`src/rtl/sha256_pkg.sv`:
```
// SHA-256 constants, round/schedule helper functions and shared types.
package sha256_pkg;

  typedef enum logic [1:0] {IDLE, ROUND, FINAL, DONE} state_e;

  // Working variables a..h; a occupies the top word when packed.
  typedef struct packed {
    logic [31:0] a, b, c, d, e, f, g, h;
  } hstate_t;

  localparam logic [0:63][31:0] K = {
    32'h428a2f98, 32'h71374491, 32'hb5c0fbcf, 32'he9b5dba5, 32'h3956c25b, 32'h59f111f1, 32'h923f82a4, 32'hab1c5ed5,
    32'hd807aa98, 32'h12835b01, 32'h243185be, 32'h550c7dc3, 32'h72be5d74, 32'h80deb1fe, 32'h9bdc06a7, 32'hc19bf174,
    32'he49b69c1, 32'hefbe4786, 32'h0fc19dc6, 32'h240ca1cc, 32'h2de92c6f, 32'h4a7484aa, 32'h5cb0a9dc, 32'h76f988da,
    32'h983e5152, 32'ha831c66d, 32'hb00327c8, 32'hbf597fc7, 32'hc6e00bf3, 32'hd5a79147, 32'h06ca6351, 32'h14292967,
    32'h27b70a85, 32'h2e1b2138, 32'h4d2c6dfc, 32'h53380d13, 32'h650a7354, 32'h766a0abb, 32'h81c2c92e, 32'h92722c85,
    32'ha2bfe8a1, 32'ha81a664b, 32'hc24b8b70, 32'hc76c51a3, 32'hd192e819, 32'hd6990624, 32'hf40e3585, 32'h106aa070,
    32'h19a4c116, 32'h1e376c08, 32'h2748774c, 32'h34b0bcb5, 32'h391c0cb3, 32'h4ed8aa4a, 32'h5b9cca4f, 32'h682e6ff3,
    32'h748f82ee, 32'h78a5636f, 32'h84c87814, 32'h8cc70208, 32'h90befffa, 32'ha4506ceb, 32'hbef9a3f7, 32'hc67178f2
  };

  localparam logic [0:7][31:0] IV = {
    32'h6a09e667, 32'hbb67ae85, 32'h3c6ef372, 32'ha54ff53a,
    32'h510e527f, 32'h9b05688c, 32'h1f83d9ab, 32'h5be0cd19
  };

  function automatic logic [31:0] rotr(input logic [31:0] x, input int unsigned n);
    return (x >> n) | (x << (32 - n));
  endfunction

  function automatic logic [31:0] ch(input logic [31:0] x, y, z);
    return (x & y) ^ (~x & z);
  endfunction

  function automatic logic [31:0] maj(input logic [31:0] x, y, z);
    return (x & y) ^ (x & z) ^ (y & z);
  endfunction

  function automatic logic [31:0] Sigma0(input logic [31:0] x);
    return rotr(x, 2) ^ rotr(x, 13) ^ rotr(x, 22);
  endfunction

  function automatic logic [31:0] Sigma1(input logic [31:0] x);
    return rotr(x, 6) ^ rotr(x, 11) ^ rotr(x, 25);
  endfunction

  function automatic logic [31:0] sigma0(input logic [31:0] x);
    return rotr(x, 7) ^ rotr(x, 18) ^ (x >> 3);
  endfunction

  function automatic logic [31:0] sigma1(input logic [31:0] x);
    return rotr(x, 17) ^ rotr(x, 19) ^ (x >> 10);
  endfunction

endpackage

```
`src/rtl/sha256_if.sv`:
```
// Start/block/chain request and busy/complete/digest response of the SHA-256 core.
// The abort input exists only when SHA256_ABORT_EN is defined.
interface sha256_if;
  logic         start;
  logic [511:0] block;
  logic [255:0] chain_in;
  logic         busy;
  logic         complete;
  logic [255:0] digest;
`ifdef SHA256_ABORT_EN
  logic         abort;

  modport master (output start, block, chain_in, abort, input busy, complete, digest);
  modport slave  (input start, block, chain_in, abort, output busy, complete, digest);
`else
  modport master (output start, block, chain_in, input busy, complete, digest);
  modport slave  (input start, block, chain_in, output busy, complete, digest);
`endif
endinterface

```
`src/rtl/sha256_round.sv`:
```
// One combinational SHA-256 compression round.
module sha256_round
  import sha256_pkg::*;
(
  input  hstate_t     s_i,
  input  logic [31:0] k_i,
  input  logic [31:0] w_i,
  output hstate_t     s_o
);
  logic [31:0] t1, t2;

  assign t1 = s_i.h + Sigma1(s_i.e) + ch(s_i.e, s_i.f, s_i.g) + k_i + w_i;
  assign t2 = Sigma0(s_i.a) + maj(s_i.a, s_i.b, s_i.c);

  assign s_o = '{a: t1 + t2, b: s_i.a, c: s_i.b, d: s_i.c,
                 e: s_i.d + t1, f: s_i.e, g: s_i.f, h: s_i.g};
endmodule

```
`src/rtl/sha256_core.sv`:
```
// SHA-256 compression engine: UNROLL rounds per clock over one 512-bit block.
// Define SHA256_ABORT_EN to add the abort input.
module sha256_core
  import sha256_pkg::*;
#(
  parameter int UNROLL = 1
) (
  input logic      clk,
  input logic      rst,
  sha256_if.slave  bus
);
  localparam int         N_ROUND_CYC = 64 / UNROLL;
  localparam logic [5:0] LAST_RND    = 6'((N_ROUND_CYC - 1) * UNROLL);

  if (UNROLL != 1 && UNROLL != 2 && UNROLL != 4) begin : g_bad_unroll
    $error("sha256_core: UNROLL must be 1, 2 or 4");
  end

  state_e             state_q;
  logic               busy_q, complete_q;
  logic [255:0]       digest_q, digest_d;
  hstate_t            hs_q, hs_d, hold_q;
  logic [0:15][31:0]  w_q, w_d;
  logic [5:0]         rnd_q;
  logic [31:0]        wn_all [UNROLL];

  // w_q[0] is W[rnd]; each cycle consumes UNROLL words and appends UNROLL new ones.
  for (genvar j = 0; j < UNROLL; j++) begin : g_rnd
    logic [31:0] w2, wn;
    hstate_t     si, so;

    if (j < 2) begin : g_w2
      assign w2 = w_q[14+j];
    end else begin : g_w2
      assign w2 = g_rnd[j-2].wn;
    end

    if (j == 0) begin : g_si
      assign si = hs_q;
    end else begin : g_si
      assign si = g_rnd[j-1].so;
    end

    assign wn        = sigma1(w2) + w_q[9+j] + sigma0(w_q[1+j]) + w_q[j];
    assign wn_all[j] = wn;

    sha256_round u_round (
      .s_i (si),
      .k_i (K[rnd_q + 6'(j)]),
      .w_i (w_q[j]),
      .s_o (so)
    );
  end

  for (genvar i = 0; i < 16; i++) begin : g_wshift
    if (i < 16 - UNROLL) begin : g_old
      assign w_d[i] = w_q[i+UNROLL];
    end else begin : g_new
      assign w_d[i] = wn_all[i-16+UNROLL];
    end
  end

  assign hs_d     = g_rnd[UNROLL-1].so;
  assign digest_d = {hs_q.a + hold_q.a, hs_q.b + hold_q.b, hs_q.c + hold_q.c, hs_q.d + hold_q.d,
                     hs_q.e + hold_q.e, hs_q.f + hold_q.f, hs_q.g + hold_q.g, hs_q.h + hold_q.h};

  always_ff @(posedge clk or posedge rst) begin
    if (rst) begin
      state_q    <= IDLE;
      busy_q     <= 1'b0;
      complete_q <= 1'b0;
      digest_q   <= '0;
      hs_q       <= '0;
      hold_q     <= '0;
      w_q        <= '0;
      rnd_q      <= '0;
    end else begin
      complete_q <= 1'b0;
      unique case (state_q)
        IDLE: if (bus.start) begin
          w_q     <= bus.block;
          hs_q    <= hstate_t'(bus.chain_in);
          hold_q  <= hstate_t'(bus.chain_in);
          rnd_q   <= '0;
          busy_q  <= 1'b1;
          state_q <= ROUND;
        end
        ROUND: begin
          hs_q  <= hs_d;
          w_q   <= w_d;
          rnd_q <= rnd_q + 6'(UNROLL);
          if (rnd_q == LAST_RND) state_q <= FINAL;
        end
        FINAL: begin
          digest_q   <= digest_d;
          complete_q <= 1'b1;
          state_q    <= DONE;
        end
        DONE: begin
          busy_q  <= 1'b0;
          state_q <= IDLE;
        end
      endcase
`ifdef SHA256_ABORT_EN
      // Abort overrides the ROUND/FINAL updates; digest_q keeps its prior value.
      if (bus.abort && (state_q == ROUND || state_q == FINAL)) begin
        state_q    <= IDLE;
        busy_q     <= 1'b0;
        complete_q <= 1'b0;
        digest_q   <= digest_q;
      end
`endif
    end
  end

  assign bus.busy     = busy_q;
  assign bus.complete = complete_q;
  assign bus.digest   = digest_q;
endmodule

```
`src/flat_wrapper.sv`:
```
// flat-port wrapper written by rule: the top's interface ports become plain ports
module sha256_core_flat import sha256_pkg::*;
#(
  parameter int UNROLL = 1
)
  (clk, rst, bus_start, bus_block, bus_chain_in, bus_busy, bus_complete, bus_digest);
  sha256_if bus_i ();
  input logic clk;
  input logic rst;
  input wire logic [$bits(bus_i.start)-1:0] bus_start;
  input wire logic [$bits(bus_i.block)-1:0] bus_block;
  input wire logic [$bits(bus_i.chain_in)-1:0] bus_chain_in;
  output wire logic [$bits(bus_i.busy)-1:0] bus_busy;
  output wire logic [$bits(bus_i.complete)-1:0] bus_complete;
  output wire logic [$bits(bus_i.digest)-1:0] bus_digest;
  assign bus_i.start = bus_start;
  assign bus_i.block = bus_block;
  assign bus_i.chain_in = bus_chain_in;
  assign bus_busy = bus_i.busy;
  assign bus_complete = bus_i.complete;
  assign bus_digest = bus_i.digest;
  sha256_core #(.UNROLL(UNROLL)) u_core (.clk(clk), .rst(rst), .bus(bus_i));
endmodule
```
`config.mk`:
```
export PLATFORM = sky130hd
export DESIGN_NAME = sha256_core_flat
export DESIGN_NICKNAME = d
export VERILOG_FILES = /design/src/rtl/sha256_pkg.sv /design/src/rtl/sha256_if.sv /design/src/rtl/sha256_round.sv /design/src/rtl/sha256_core.sv /design/src/flat_wrapper.sv
export SDC_FILE = /design/constraint.sdc
export NUM_CORES = 2
export LEC_CHECK = 0
export CAP_MARGIN = 20
export CELL_PAD_IN_SITES_DETAIL_PLACEMENT = 0
export CELL_PAD_IN_SITES_GLOBAL_PLACEMENT = 1
export CORE_ASPECT_RATIO = 1.4
export CORE_MARGIN = 4
export CORE_UTILIZATION = 38
export CTS_BUF_LIST = sky130_fd_sc_hd__clkbuf_8
export CTS_CLUSTER_SIZE = 24
export DETAILED_ROUTE_END_ITERATION = 7
export PLACE_DENSITY_LB_ADDON = 0.3
export SYNTH_ARGS = -nofsm -noshare
export SYNTH_HDL_FRONTEND = slang
export SYNTH_HIERARCHICAL = 1
export SYNTH_SLANG_ARGS = --single-unit
```
`constraint.sdc`:
```
create_clock -name clk -period 88.3 [get_ports clk]
set_input_delay 8.83 -clock clk [delete_from_list [all_inputs] [get_ports clk]]
set_output_delay 8.83 -clock clk [all_outputs]
set_load 0.02 [all_outputs]
```
==> flow_summary.json <==
{
  "status": "finished clean",
  "postCtsHoldBufs": 0,
  "grt.total_usage": 0.2876,
  "n_fill_cell": 21110,
  "synthMuxAreaShare": 0.1545,
  "drc": 0,
  "grt_pass1_vias": 69046,
  "crit_path_cell_trace": "clkdlybuf4s50_1 -> nor2b_1 -> or2_4 -> buf_4 -> buf_12 -> buf_4 -> buf_4 -> o21ai_0",
  "synth_top_family_by_area": "multiplexers",
  "ys_ff_latch": 1290,
  "post-route-period-util": 0.1527,
  "finalSetupViolations": 0,
  "ys_async_sr_fraction": 1.000,
  "synth-simple-area-share": 0.08967,
  "vias_per_cell": 5.457,
  "drt_iter0_markers": 4985,
  "grt.overflow.total": 0,
  "cp_common_cell": "buf_4",
  "cts.sinks": 1290,
  "slew_violations": 0,
  "clk_latency_ns": 0.98,
  "crit_slowest_cell": "buf_4",
  "finalHoldViolCount": 0,
  "die-width_um": 406.0,
  "fin_tns_setup_ns": 0,
  "vias": 67838,
  "die_h_um": 565.3,
  "finalWirelength_mm": 339.1,
  "cts_buffer_depth": 4,
  "final_cell_mix": "dfrtp_1, nand2_1, o21ai_0, clkdlybuf4s50_1, mux2i_1",
  "syn_inst": 8682,
  "rows": 204,
  "drive_above_1_share": 0.1017,
  "root_buffer": "clkbuf_8",
  "fmax_ghz": 0.07419,
  "port-buffer-count": 1028,
  "min_path_type": "reg -> reg",
  "grt_max_degree": 267,
  "criticalPathCategory": "in -> reg",
  "grt_first_pass_wirelength_mm": 483.1,
  "post_cts_buffers": 0,
  "synth_edf_count": 0,
  "cts_tree": "done",
  "synth.avg_cell_area_um2": 9.709,
  "die_area_um2": 229500,
  "cp_max_fo": 266,
  "ys_seq_area_frac": 0.3830,
  "cts-resized-gates": 0,
  "start_kind": "input port",
  "critPathCaptureType": "flip-flop",
  "period_minus_slack_ns": 13.48,
  "clkTransAtPathRegs_ns": 0.06,
  "clock_skew_ns": 0.09551,
  "crit_buf_inv": 5,
  "final_antenna_net_count": 0,
  "crit_required_ns": 89.06,
  "design.portCount": 1029,
  "initial_core_util": 0.3818,
  "final_common_cell": "dfrtp_1",
  "synth_compound_area_frac": 0.1511,
  "dp_hpwl_mm": 269.9,
  "tightest_slew_ns": 1.114,
  "synth_area_um2": 84290,
  "synthesis.nets": 10041,
  "rsz0062_at_grt": "no",
  "ys_warn_count": 6,
  "yosysUniqueCellTypes": 106,
  "maxSlewHeadroom": 0.2576,
  "firstDrtPassIters": 8,
  "cts_buffers": 220,
  "wl_per_cell_um": 27.28,
  "arrival_ns": 14.24,
  "fin_util": 0.4549,
  "antenna_found_initial": 99,
  "gp_congestion": 0.9592,
  "htree_levels": 4,
  "syn_to_final_growth_pct": 19.15,
  "synthXorXnorAreaFrac": 0.05869,
  "crit_path_max_incr_delay_ns": 0.89,
  "crit_family": "buffers and inverters",
  "synth-main-ff-cell": "dfrtp_1",
  "maxCapViolCount": 0,
  "synth_fa_ha_area_frac": 0.1050,
  "layout.nets": 10701,
  "coreArea_um2": 220800
}
logic make-up (layout without fill, tap and decap cells):
logic type / count (synthesis) / count (layout)
buffers and inverters: 1109 / 1933
other: 0 / 41
adder cells (fa/ha/maj): 591 / 591
AO/OA/AOI/OAI: 2131 / 2131
XOR/XNOR: 564 / 564
multiplexers: 1236 / 1236
flip-flops: 1290 / 1290
AND/OR/NAND/NOR: 1761 / 1761
cell usage after synthesis, drive strengths merged, types with 195 or more instances:
cell type  instances  area (um2)
dfrtp           1290       32280
o21ai           1074        5386
nand2           1057        3968
mux2i            771        7717
mux2             459        5169
clkbuf           444        1667
inv              435        1633
ha               393        4917
xnor2            390        3423
a21oi            389        1984
nor2             279        1050
buf              227        1582
a21o             201        1509
fa               195        3904
through the flow:
step           hold WS [ns]  setup slack, ns  area, um2  std cells
2_1_floorplan        0.4496            43.11      84290       8682
3_3_place_gp         0.4605            74.09      95670      12004
5_1_grt              0.4935            74.38     100400      12411
4_1_cts              0.4827            75.04     100300      12390
3_5_place_dp         0.4696            73.98      95670      12004
6_report             0.4774            74.82     100400      12431
worst reg2reg max path: cells and delay by family (launching register included):
kind	cells	cell delay, ns
AND/OR/NAND/NOR	4	1.20
XOR/XNOR	2	0.53
flip-flops	1	0.34
AO/OA/AOI/OAI	15	3.01
buffers and inverters	5	0.76
adder cells (fa/ha/maj)	7	3.60
multiplexers	2	0.37
routing by layer:
| layer | wire, um | GRT usage | vias to the layer above |
|---|---|---|---|
| met3 | 21220 | 0.06031 | 666 |
| li1 | - | - | 31460 |
| met5 | 745 | 0 | - |
| met4 | 18740 | 0.1363 | 100 |
| met1 | 130300 | 0.3328 | 33355 |
| met2 | 168100 | 0.5063 | 2257 |
state kept, by name (all words and copies together) (netlist names), 2 cells and up:
register	count
u_core/rnd_q	6
u_core/g_rnd.w2	32
u_core/hold_q	256
u_core/state_q	2
u_core/w_q	32
u_core/g_rnd.si	256
u_core/w_d	448
u_core/bus.digest	256
cell type report:
| class | count | area, um2 | share of cell area |
|---|---|---|---|
| antenna | 41 | 102.6 | 0.001022 |
| clock buffer | 274 | 3771 | 0.03755 |
| clock inverter | 112 | 882.1 | 0.008783 |
| inverter | 438 | 1654 | 0.01647 |
| multi-input combinational | 6283 | 47150 | 0.4695 |
| sequential | 1290 | 32280 | 0.3215 |
| tap | 2884 | 3608 | 0.03593 |
| timing repair buffer | 1109 | 10970 | 0.1093 |
path summary, 6_finish.rpt:
| kind | start | endpoint | slack (ns) | cells after the start |
|---|---|---|---|---|
| worst max-delay path | bus_start | u_core/w_d[194]$_DFFE_PP0P_ | 74.82 | 8 |
| worst min-delay path | u_core/w_d[478]$_DFFE_PP0P_ | u_core/w_d[478]$_DFFE_PP0P_ | 0.48 | 2 |
| worst max register to register | u_core/rnd_q[1]$_DFFE_PP0P_ | u_core/g_rnd[0].si[255]$_DFFE_PP0P_ | 78.32 | 35 |
| worst min register to register | u_core/w_d[478]$_DFFE_PP0P_ | u_core/w_d[478]$_DFFE_PP0P_ | 0.48 | 2 |
| max in group asynchronous | rst | u_core/hold_q[207]$_DFFE_PP0P_ | 76.68 | 5 |
| min in group asynchronous | rst | u_core/bus.complete$_DFF_PP0_ | 8.42 | 2 |
Power is not shown: default switching activity piles up to over one toggle a cycle in this logic, so the estimate is an artifact.
